[config.mk]
export PLATFORM = sky130hd
export DESIGN_NAME = digdug_hvgen_flat
export DESIGN_NICKNAME = d
export VERILOG_FILES = /design/src/rtl/digdug_video_pkg.sv /design/src/rtl/digdug_hvgen_if.sv /design/src/rtl/digdug_hv_window.sv /design/src/rtl/digdug_hvgen.sv /design/src/flat_wrapper.sv
export SDC_FILE = /design/constraint.sdc
export NUM_CORES = 1
export LEC_CHECK = 0
export BUFFER_PORTS_ARGS = -buffer_cell sky130_fd_sc_hd__clkbuf_2
export CAP_MARGIN = 20
export CORE_AREA = 2 2 55 57
export CTS_BUF_LIST = sky130_fd_sc_hd__clkbuf_2
export CTS_CLUSTER_SIZE = 16
export DETAILED_ROUTE_END_ITERATION = 7
export DIE_AREA = 0 0 57 59
export PLACE_DENSITY = 0.79
export SKIP_LAST_GASP = 1
export SLEW_MARGIN = 20
export SYNTH_ARGS = -nofsm -noshare
export SYNTH_HDL_FRONTEND = slang
export SYNTH_SLANG_ARGS = --single-unit
[constraint.sdc]
create_clock -name CLK48M -period 2.78 [get_ports CLK48M]
set_input_delay 0.417 -clock CLK48M [delete_from_list [all_inputs] [get_ports CLK48M]]
set_output_delay 0.417 -clock CLK48M [all_outputs]
set_load 0.02 [all_outputs]
[src/rtl/digdug_video_pkg.sv]
`default_nettype none
// ============================================================================
// digdug_video_pkg : DigDug screen geometry, sync placement and position types
// Rev 1.0
// ============================================================================
package digdug_video_pkg;

    localparam int H_TOTAL  = 384;
    localparam int H_ACTIVE = 288;
    localparam int V_TOTAL  = 264;
    localparam int V_ACTIVE = 224;
    localparam int HS_START = 320;
    localparam int HS_WIDTH = 32;
    localparam int VS_START = 240;
    localparam int VS_WIDTH = 4;

    typedef logic [8:0]        pos_t;
    typedef logic signed [8:0] ofs_t;

    function automatic ofs_t trim_sext(input logic [3:0] t);
        return {{5{t[3]}}, t};
    endfunction

endpackage
`default_nettype wire

[src/rtl/digdug_hvgen_if.sv]
`default_nettype none
// ============================================================================
// digdug_hvgen_if : video timing bundle between generator and video consumers
// Rev 1.0
// ============================================================================
interface digdug_hvgen_if;
    import digdug_video_pkg::*;

    logic [3:0] HTRIM;
    logic [3:0] VTRIM;
    logic       PCE;
    pos_t       POSH;
    pos_t       POSV;
    logic       HBLK;
    logic       VBLK;
    logic       HSYNC;
    logic       VSYNC;
    logic       VBIRQ;
    logic       FIELD;

    modport master (
        input  HTRIM, VTRIM,
        output PCE, POSH, POSV, HBLK, VBLK, HSYNC, VSYNC, VBIRQ, FIELD
    );

    modport slave (
        output HTRIM, VTRIM,
        input  PCE, POSH, POSV, HBLK, VBLK, HSYNC, VSYNC, VBIRQ, FIELD
    );
endinterface
`default_nettype wire

[src/rtl/digdug_hv_window.sv]
`default_nettype none
// ============================================================================
// digdug_hv_window : registered [START+ofs, START+ofs+WIDTH-1] window comparator
// Rev 1.0
// ============================================================================
module digdug_hv_window
    import digdug_video_pkg::*;
#(
    parameter int START = 0,
    parameter int WIDTH = 1
) (
    input  logic CLK48M,
    input  logic RST_N,
    input  pos_t pos_d_i,
    input  ofs_t ofs_i,
    output logic win_o
);
    logic signed [10:0] pos_s;
    logic signed [10:0] lo;
    logic signed [10:0] hi;
    logic               win_q;

    // Widened to 11 bits so a negative offset cannot alias onto a large position.
    always_comb begin
        pos_s = signed'({2'b00, pos_d_i});
        lo    = signed'(11'(START)) + signed'({{2{ofs_i[8]}}, ofs_i});
        hi    = lo + signed'(11'(WIDTH - 1));
    end

    always_ff @(posedge CLK48M or negedge RST_N) begin
        if (!RST_N) begin
            win_q <= 1'b0;
        end else begin
            win_q <= (pos_s >= lo) && (pos_s <= hi);
        end
    end

    assign win_o = win_q;
endmodule
`default_nettype wire

[src/rtl/digdug_hvgen.sv]
`default_nettype none
// ============================================================================
// digdug_hvgen : 6 MHz pixel enable, POSH/POSV counters, blank/sync/VBLANK IRQ.
// Optional per-frame sync trim is built only when HVGEN_TRIM_EN is defined.
// Rev 1.0
// ============================================================================
module digdug_hvgen
    import digdug_video_pkg::*;
#(
    parameter int P_H_TOTAL  = H_TOTAL,
    parameter int P_H_ACTIVE = H_ACTIVE,
    parameter int P_V_TOTAL  = V_TOTAL,
    parameter int P_V_ACTIVE = V_ACTIVE,
    parameter int P_HS_START = HS_START,
    parameter int P_HS_WIDTH = HS_WIDTH,
    parameter int P_VS_START = VS_START,
    parameter int P_VS_WIDTH = VS_WIDTH
) (
    input  logic           CLK48M,
    input  logic           RST_N,
    digdug_hvgen_if.master vid
);
    logic [2:0] div_q;
    pos_t       posh_q, posh_d;
    pos_t       posv_q, posv_d;
    logic       field_q, field_d;
    logic       hblk_q, vblk_q, vbirq_q;
    logic       pce, h_wrap, v_wrap;
    ofs_t       ht_d, vt_d;
    logic       hsync, vsync;

    assign pce = (div_q == 3'd7);

    always_comb begin
        posh_d  = posh_q;
        posv_d  = posv_q;
        field_d = field_q;
        h_wrap  = pce && (posh_q == pos_t'(P_H_TOTAL - 1));
        v_wrap  = h_wrap && (posv_q == pos_t'(P_V_TOTAL - 1));
        if (pce) begin
            posh_d = h_wrap ? '0 : posh_q + 1'b1;
        end
        if (h_wrap) begin
            posv_d = v_wrap ? '0 : posv_q + 1'b1;
        end
        if (v_wrap) begin
            field_d = ~field_q;
        end
    end

    // Decoded outputs follow the next position so they line up with POSH/POSV.
    always_ff @(posedge CLK48M or negedge RST_N) begin
        if (!RST_N) begin
            div_q   <= '0;
            posh_q  <= '0;
            posv_q  <= '0;
            field_q <= 1'b0;
            hblk_q  <= 1'b0;
            vblk_q  <= 1'b0;
            vbirq_q <= 1'b0;
        end else begin
            div_q   <= div_q + 3'd1;
            posh_q  <= posh_d;
            posv_q  <= posv_d;
            field_q <= field_d;
            hblk_q  <= (posh_d >= pos_t'(P_H_ACTIVE));
            vblk_q  <= (posv_d >= pos_t'(P_V_ACTIVE));
            vbirq_q <= (posv_d == pos_t'(P_V_ACTIVE)) && (posh_d == '0);
        end
    end

`ifdef HVGEN_TRIM_EN
    ofs_t ht_q, vt_q;

    // Trims only move at frame entry so a mid-frame change never tears sync.
    always_ff @(posedge CLK48M or negedge RST_N) begin
        if (!RST_N) begin
            ht_q <= '0;
            vt_q <= '0;
        end else if (v_wrap) begin
            ht_q <= trim_sext(vid.HTRIM);
            vt_q <= trim_sext(vid.VTRIM);
        end
    end

    assign ht_d = v_wrap ? trim_sext(vid.HTRIM) : ht_q;
    assign vt_d = v_wrap ? trim_sext(vid.VTRIM) : vt_q;
`else
    logic unused_trim;
    assign unused_trim = ^{vid.HTRIM, vid.VTRIM};
    assign ht_d        = '0;
    assign vt_d        = '0;
`endif

    digdug_hv_window #(.START(P_HS_START), .WIDTH(P_HS_WIDTH)) u_hs_win (
        .CLK48M  (CLK48M),
        .RST_N   (RST_N),
        .pos_d_i (posh_d),
        .ofs_i   (ht_d),
        .win_o   (hsync)
    );

    digdug_hv_window #(.START(P_VS_START), .WIDTH(P_VS_WIDTH)) u_vs_win (
        .CLK48M  (CLK48M),
        .RST_N   (RST_N),
        .pos_d_i (posv_d),
        .ofs_i   (vt_d),
        .win_o   (vsync)
    );

    assign vid.PCE   = pce;
    assign vid.POSH  = posh_q;
    assign vid.POSV  = posv_q;
    assign vid.HBLK  = hblk_q;
    assign vid.VBLK  = vblk_q;
    assign vid.HSYNC = hsync;
    assign vid.VSYNC = vsync;
    assign vid.VBIRQ = vbirq_q;
    assign vid.FIELD = field_q;
endmodule
`default_nettype wire
[src/flat_wrapper.sv]
// flat-port wrapper written by rule: the top's interface ports become plain ports
module digdug_hvgen_flat import digdug_video_pkg::*;
#(
    parameter int P_H_TOTAL  = H_TOTAL,
    parameter int P_H_ACTIVE = H_ACTIVE,
    parameter int P_V_TOTAL  = V_TOTAL,
    parameter int P_V_ACTIVE = V_ACTIVE,
    parameter int P_HS_START = HS_START,
    parameter int P_HS_WIDTH = HS_WIDTH,
    parameter int P_VS_START = VS_START,
    parameter int P_VS_WIDTH = VS_WIDTH
)
  (CLK48M, RST_N, vid_HTRIM, vid_VTRIM, vid_PCE, vid_POSH, vid_POSV, vid_HBLK, vid_VBLK, vid_HSYNC, vid_VSYNC, vid_VBIRQ, vid_FIELD);
  digdug_hvgen_if vid_i ();
  input  logic CLK48M;
  input  logic RST_N;
  input wire logic [$bits(vid_i.HTRIM)-1:0] vid_HTRIM;
  input wire logic [$bits(vid_i.VTRIM)-1:0] vid_VTRIM;
  output wire logic [$bits(vid_i.PCE)-1:0] vid_PCE;
  output wire logic [$bits(vid_i.POSH)-1:0] vid_POSH;
  output wire logic [$bits(vid_i.POSV)-1:0] vid_POSV;
  output wire logic [$bits(vid_i.HBLK)-1:0] vid_HBLK;
  output wire logic [$bits(vid_i.VBLK)-1:0] vid_VBLK;
  output wire logic [$bits(vid_i.HSYNC)-1:0] vid_HSYNC;
  output wire logic [$bits(vid_i.VSYNC)-1:0] vid_VSYNC;
  output wire logic [$bits(vid_i.VBIRQ)-1:0] vid_VBIRQ;
  output wire logic [$bits(vid_i.FIELD)-1:0] vid_FIELD;
  assign vid_i.HTRIM = vid_HTRIM;
  assign vid_i.VTRIM = vid_VTRIM;
  assign vid_PCE = vid_i.PCE;
  assign vid_POSH = vid_i.POSH;
  assign vid_POSV = vid_i.POSV;
  assign vid_HBLK = vid_i.HBLK;
  assign vid_VBLK = vid_i.VBLK;
  assign vid_HSYNC = vid_i.HSYNC;
  assign vid_VSYNC = vid_i.VSYNC;
  assign vid_VBIRQ = vid_i.VBIRQ;
  assign vid_FIELD = vid_i.FIELD;
  digdug_hvgen #(.P_H_TOTAL(P_H_TOTAL), .P_H_ACTIVE(P_H_ACTIVE), .P_V_TOTAL(P_V_TOTAL), .P_V_ACTIVE(P_V_ACTIVE), .P_HS_START(P_HS_START), .P_HS_WIDTH(P_HS_WIDTH), .P_VS_START(P_VS_START), .P_VS_WIDTH(P_VS_WIDTH)) u_core (.CLK48M(CLK48M), .RST_N(RST_N), .vid(vid_i));
endmodule
# Word level (Yosys, flattened, before mapping)
# Index checks and enable logic that the tools add are counted.
# word_totals
rom_bits	0
latch_bits	0
mem_count	0
inputBits	10
ram_bits	0
word_cells	33
ff_bits	27
# op_classes
shifts	0
multipliers	0
n_bitwise	1
addsub	3
muxes	4
n_div	0
n_eq_ne	4
n_reduce_logical	6
n_lt_le_gt_ge	6
# op_table
op	n
$mux W9	4
$add A9 B1 Y9 const B	2
$eq A9 B9 Y1 const B	2
$ge A9 B8 Y1 const B	2
$ge A9 B9 Y1 const B	2
$eq A9 B8 Y1 const B	1
$le A9 B8 Y1 const B	1
$le A9 B9 Y1 const B	1
$logic_not A9 Y1	1
$logic_and A1 B1 Y1	5
$add A3 B1 Y3 const B	1
$eq A3 B3 Y1 const B	1
$not A1 Y1	1

# Depth between registers and ports, before layout
# logic_depth
word_depth	7
ltp_mapped	9

# By module
# Synthesis repeated with hierarchy kept, for this count alone.
# hier_totals
hier_cells	297
area_unflattened_um2	2680.1
# modules_own_cells
mod	n_inst	cells_each	area_per_inst_um2
digdug_hvgen	1	144	1388.8
digdug_hv_window (u_core.u_vs_win)	1	78	650.6
digdug_hv_window (u_core.u_hs_win)	1	75	640.6

# Least setup slack after synthesis
# No wires, ideal clock.
# synth_timing
kind	register to register
startpoint	register u_core.div_q[0]
endpoint	register u_core.vbirq_q (netlist: u_core.vid.VBIRQ)
required_ns	2.684
path_slack_ns	0.392
arrival_time_ns	2.292
stages_incl_launch_ff	10
cell_sequence	dfrtp_1 -> ha_1 -> ha_1 -> buf_2 -> nand4_4 -> or3_1 -> o21ai_0 -> o31ai_2 -> nand4bb_1 -> nor4_2
# synth_via
elab_chain_cells	7
word_cells_on_any_way	10
# synth_lines
item	line_no	rtl
from (decl)	digdug_hvgen.sv:23	logic [2:0] div_q;
from (signal assigned)	digdug_hvgen.sv:62	div_q <= div_q + 3'd1;
$eq A3 B3 Y1 *	digdug_hvgen.sv:32	assign pce = (div_q == 3'd7);
named net vid_PCE	flat_wrapper.sv:19	output wire logic [$bits(vid_i.PCE)-1:0] vid_PCE;
$logic_and A1 B1 Y1 *	digdug_hvgen.sv:38	h_wrap = pce && (posh_q == pos_t'(P_H_TOTAL - 1));
$logic_and A1 B1 Y1	digdug_hvgen.sv:39	v_wrap = h_wrap && (posv_q == pos_t'(P_V_TOTAL - 1));
$mux W9	digdug_hvgen.sv:44	posv_d = v_wrap ? '0 : posv_q + 1'b1;
$mux W9 *	digdug_hvgen.sv:43	if (h_wrap) begin
named net u_core.posv_d[3]	digdug_hvgen.sv:25	pos_t posv_q, posv_d;
$eq A9 B8 Y1 *	digdug_hvgen.sv:68	vbirq_q <= (posv_d == pos_t'(P_V_ACTIVE)) && (posh_d == '0);
$logic_and A1 B1 Y1 *	digdug_hvgen.sv:68	
to (signal assigned)	digdug_hvgen.sv:68	
to (decl)	digdug_hvgen.sv:27	logic hblk_q, vblk_q, vbirq_q;
# Mark *: on every way through the listed nets, which the timed path passes. The rest lies on a longest branch.
# A chain may end at the register's enable or synchronous reset.

# Worst setup path after layout
# layout_timing
startpoint	register u_core.posh_q[0] (netlist: u_core.vid.POSH[0])
endpoint	register u_core.vbirq_q (netlist: u_core.vid.VBIRQ)
# layout_via
elab_chain_cells	7
word_cells_on_any_way	11
# layout_lines
item	line_no	rtl
from (decl)	digdug_hvgen.sv:24	pos_t posh_q, posh_d;
from (signal assigned)	digdug_hvgen.sv:63	posh_q <= posh_d;
$eq A9 B9 Y1 *	digdug_hvgen.sv:38	
$logic_and A1 B1 Y1 *	digdug_hvgen.sv:38	
$logic_and A1 B1 Y1	digdug_hvgen.sv:39	
$mux W9	digdug_hvgen.sv:44	
$mux W9 *	digdug_hvgen.sv:43	
named net u_core.posv_d[3]	digdug_hvgen.sv:25	
$eq A9 B8 Y1 *	digdug_hvgen.sv:68	
$logic_and A1 B1 Y1 *	digdug_hvgen.sv:68	
# Marked as above.

==> impl_metrics.tcl <==
set metrics [dict create \
    p_comb_share_pct 1.4 \
    synth_top_area_share_pct 46.0 \
    relSlewSlack_pct 56.6 \
    pwr-share-seq_pct 71.8 \
    die_x_um 57 \
    cp.required_ps 3070 \
    final_hold_viol_count 0 \
    syn_inst 148 \
    critPathMaxFanout 10 \
    fmax_mhz 427 \
    timing.rr.start "u_core.vid.POSH[0]" \
    synth.most_common_cell "dfrtp_1" \
    p_leak_uw 0.000798 \
    overflow 0 \
    grt_pass1_vias 1124 \
    worstMarginPinSlew_ps 650 \
    drc_errors 0 \
    fin_area_um2 1660 \
    synth_top_area_cell "dfrtp_1" \
    ys_types 46 \
    wl_per_cell_um 13.9 \
    r2r-end "u_core.vid.VBIRQ" \
    io_pins 35 \
    synth_seq_area_share_pct 46.0 \
    cp-end-kind "flip-flop" \
    yosys_warnings 0 \
    total_power_uw 549 \
    antenna_cells 0 \
    fin_skew_ps 10.2 \
    viasPerCell 5.85 \
    synth_edf_count 0 \
    ir_drop_uv 270 \
    cts_resized 0 \
    track_usage_pct 18.6 \
    arrival_ps 2630 \
    drv_slew 0 \
    setup_viol 0 \
    ant_nets 0 \
    start_util_pct 54.2 \
    clock_sinks 27 \
    globalplace.congestion 0.850 \
    maxCapViolations 0 \
    die_y_um 59 \
    synth_nets 162 \
    fin_ws_ps 439 \
    io_buffers 26 \
    preCtsSetupSlack_ps 478 \
    grt_pass1_wl_mm 4.99 \
    r2r_slack_ps 440 \
    hold_buffers 0 \
    r2r_cells 7 \
    hpwl_mm 2.17 \
    nFillCells 247 \
    synthTopCellsByArea "dfrtp_1, xor2_1, nand2_1" \
    synthFlopType "dfrtp_1" \
    hold_path_class "primary input to async pin" \
    clockBufferDepth 2 \
    root_buffer "clkbuf_2" \
    switching_share_pct 22.2 \
    rows 19 \
    area_growth_pct 13.0 \
    p_int_uw 427 \
    crit_type "flip-flop to flip-flop" \
    die-area_um2 3360 \
    synth_common_cells "dfrtp_1, nand2_1, nor2_1" \
    stdcell_count 206 \
    p_switching_uw 122 \
    startpoint_type "flip-flop" \
    path_clk_slew_ps 250 \
    htree_num_levels 1 \
    synth-async-reset-ratio_pct 100 \
    first_pass_iters 4 \
    status "completed" \
    ys_seq_elements 27 \
    core_area_um2 2710 \
    fin_setup_tns_ps 0 \
    cts_buffers 3 \
    dr_total_vias 1205 \
    rsz0062_at_grt "false" \
    synthesis.area_um2 1470 \
    nNetsFinal 190 \
    clock_latency_ps 350 \
    finalCritPeriodShare_pct 84.2 \
    drive_gt1_share_pct 25.7 \
    period_needed_ps 2340 \
    initialDrtViolationCount 22 \
    cts_tree "yes" \
    cts_setup_buffers 0 \
    finalWirelength_mm 2.87 \
    pwr_density_cell_nw_per_um2 331 \
    antenna_found_initial 0 \
    postPlaceCellArea_um2 1640 \
    grt_max_degree 28 \
    clkPwrFrac_pct 26.9 \
    syn_avg_cell_area_um2 9.92 \
    place_inst 202 \
]
-- stage by stage --
stage	hold slack, ps	util [%]
final	31.3	61.2
after global placement	413	60.4
after detailed placement	427	60.4
after CTS	51.4	61.2
after global routing	55.9	61.2
after floorplan	121	-
-- per-layer routing --
layer  wire length [um]  vias to the layer above  global-route usage [%]  share of wire (%)
met4                 14                        0                    4.98               0.49
li1                   -                      591                       -                  -
met5                  0                        -                       0                  0
met1               1270                      574                    25.2                 44
met3                143                        2                    2.18                5.0
met2               1440                       38                    31.9                 50
-- cell families (layout without fill, tap and decap cells) --
| logic type | count (synthesis) | after routing | synth area share, % |
|---|---|---|---|
| xor+xnor | 14 | 14 | 8.35 |
| simple gates | 67 | 67 | 26.8 |
| flops | 27 | 27 | 46.0 |
| compound gates | 24 | 24 | 11.2 |
| buf+inv | 10 | 37 | 2.73 |
| mux | 2 | 2 | 1.53 |
| fa+ha+maj | 4 | 4 | 3.41 |
-- worst max-delay path: stages (launching register included) --
cell,delay [ps]
dfrtp_1,510
ha_1,250
nand4_4,200
or3_1,500
o21ai_0,240
o31ai_2,110
nand4bb_1,210
nor4_2,260
-- final cells by class --
type | count | area, um2 | area share [%]
well taps | 31 | 38.8 | 2.34
clock buffers | 3 | 15.0 | 0.906
multi-input cells | 111 | 752 | 45.4
clock inverters | 1 | 5.00 | 0.302
flip-flops and latches | 27 | 676 | 40.8
repair buffers | 30 | 160 | 9.66
inverters | 3 | 11.3 | 0.679
-- worst max-delay path by stage --
stage                     slack, ps  cells past startpoint                from          endpoint
after floorplan                 390                      9     u_core.div_q[0]  u_core.vid.VBIRQ
after global placement          520                      8     u_core.div_q[0]  u_core.vid.VBIRQ
after detailed placement        480                      7  u_core.vid.POSH[0]  u_core.vid.VBIRQ
after CTS                       430                      7  u_core.vid.POSH[0]  u_core.vid.VBIRQ
after global routing            230                      8     u_core.div_q[0]  u_core.vid.VBIRQ
final                           440                      7  u_core.vid.POSH[0]  u_core.vid.VBIRQ
-- layout by cell type, fill, tap and decap left out, types with 2 or more instances in the layout --
cell type and count:
a21oi_1 4, xnor2_1 6, buf_4 4, clkbuf_2 29, xor2_1 8, nand2b_1 2
dfrtp_1 27, nand2_1 16, nor2_1 13, nand4_1 2, ha_1 4, o21ai_0 6
and4b_1 2, mux2_2 2, a21boi_0 2, nor4_1 3, nor3_1 5, nand3_1 8
inv_1 3, o22ai_1 2
-- power groups by stage --
stage / clock network [uW] / registers (uW) / logic, uW
2_1_floorplan: 0 / 400 / 0.000295
3_3_place_gp: 0 / 400 / 8.21
3_5_place_dp: 0 / 400 / 8.39
4_1_cts: 153 / 394 / 8.33
5_1_grt: 168 / 394 / 9.47
6_report: 147 / 394 / 7.56
-- state kept, by name, indices dropped and copies added, names as in the netlist --
name                   flops
u_core.vid.POSH            9
u_core.div_q               3
u_core.vid.HBLK            1
u_core.u_vs_win.win_o      1
u_core.u_hs_win.win_o      1
u_core.vid.VBLK            1
u_core.vid.VBIRQ           1
u_core.vid.FIELD           1
u_core.vid.POSV            9
No activity file was read; power rests on OpenSTA's default activity.
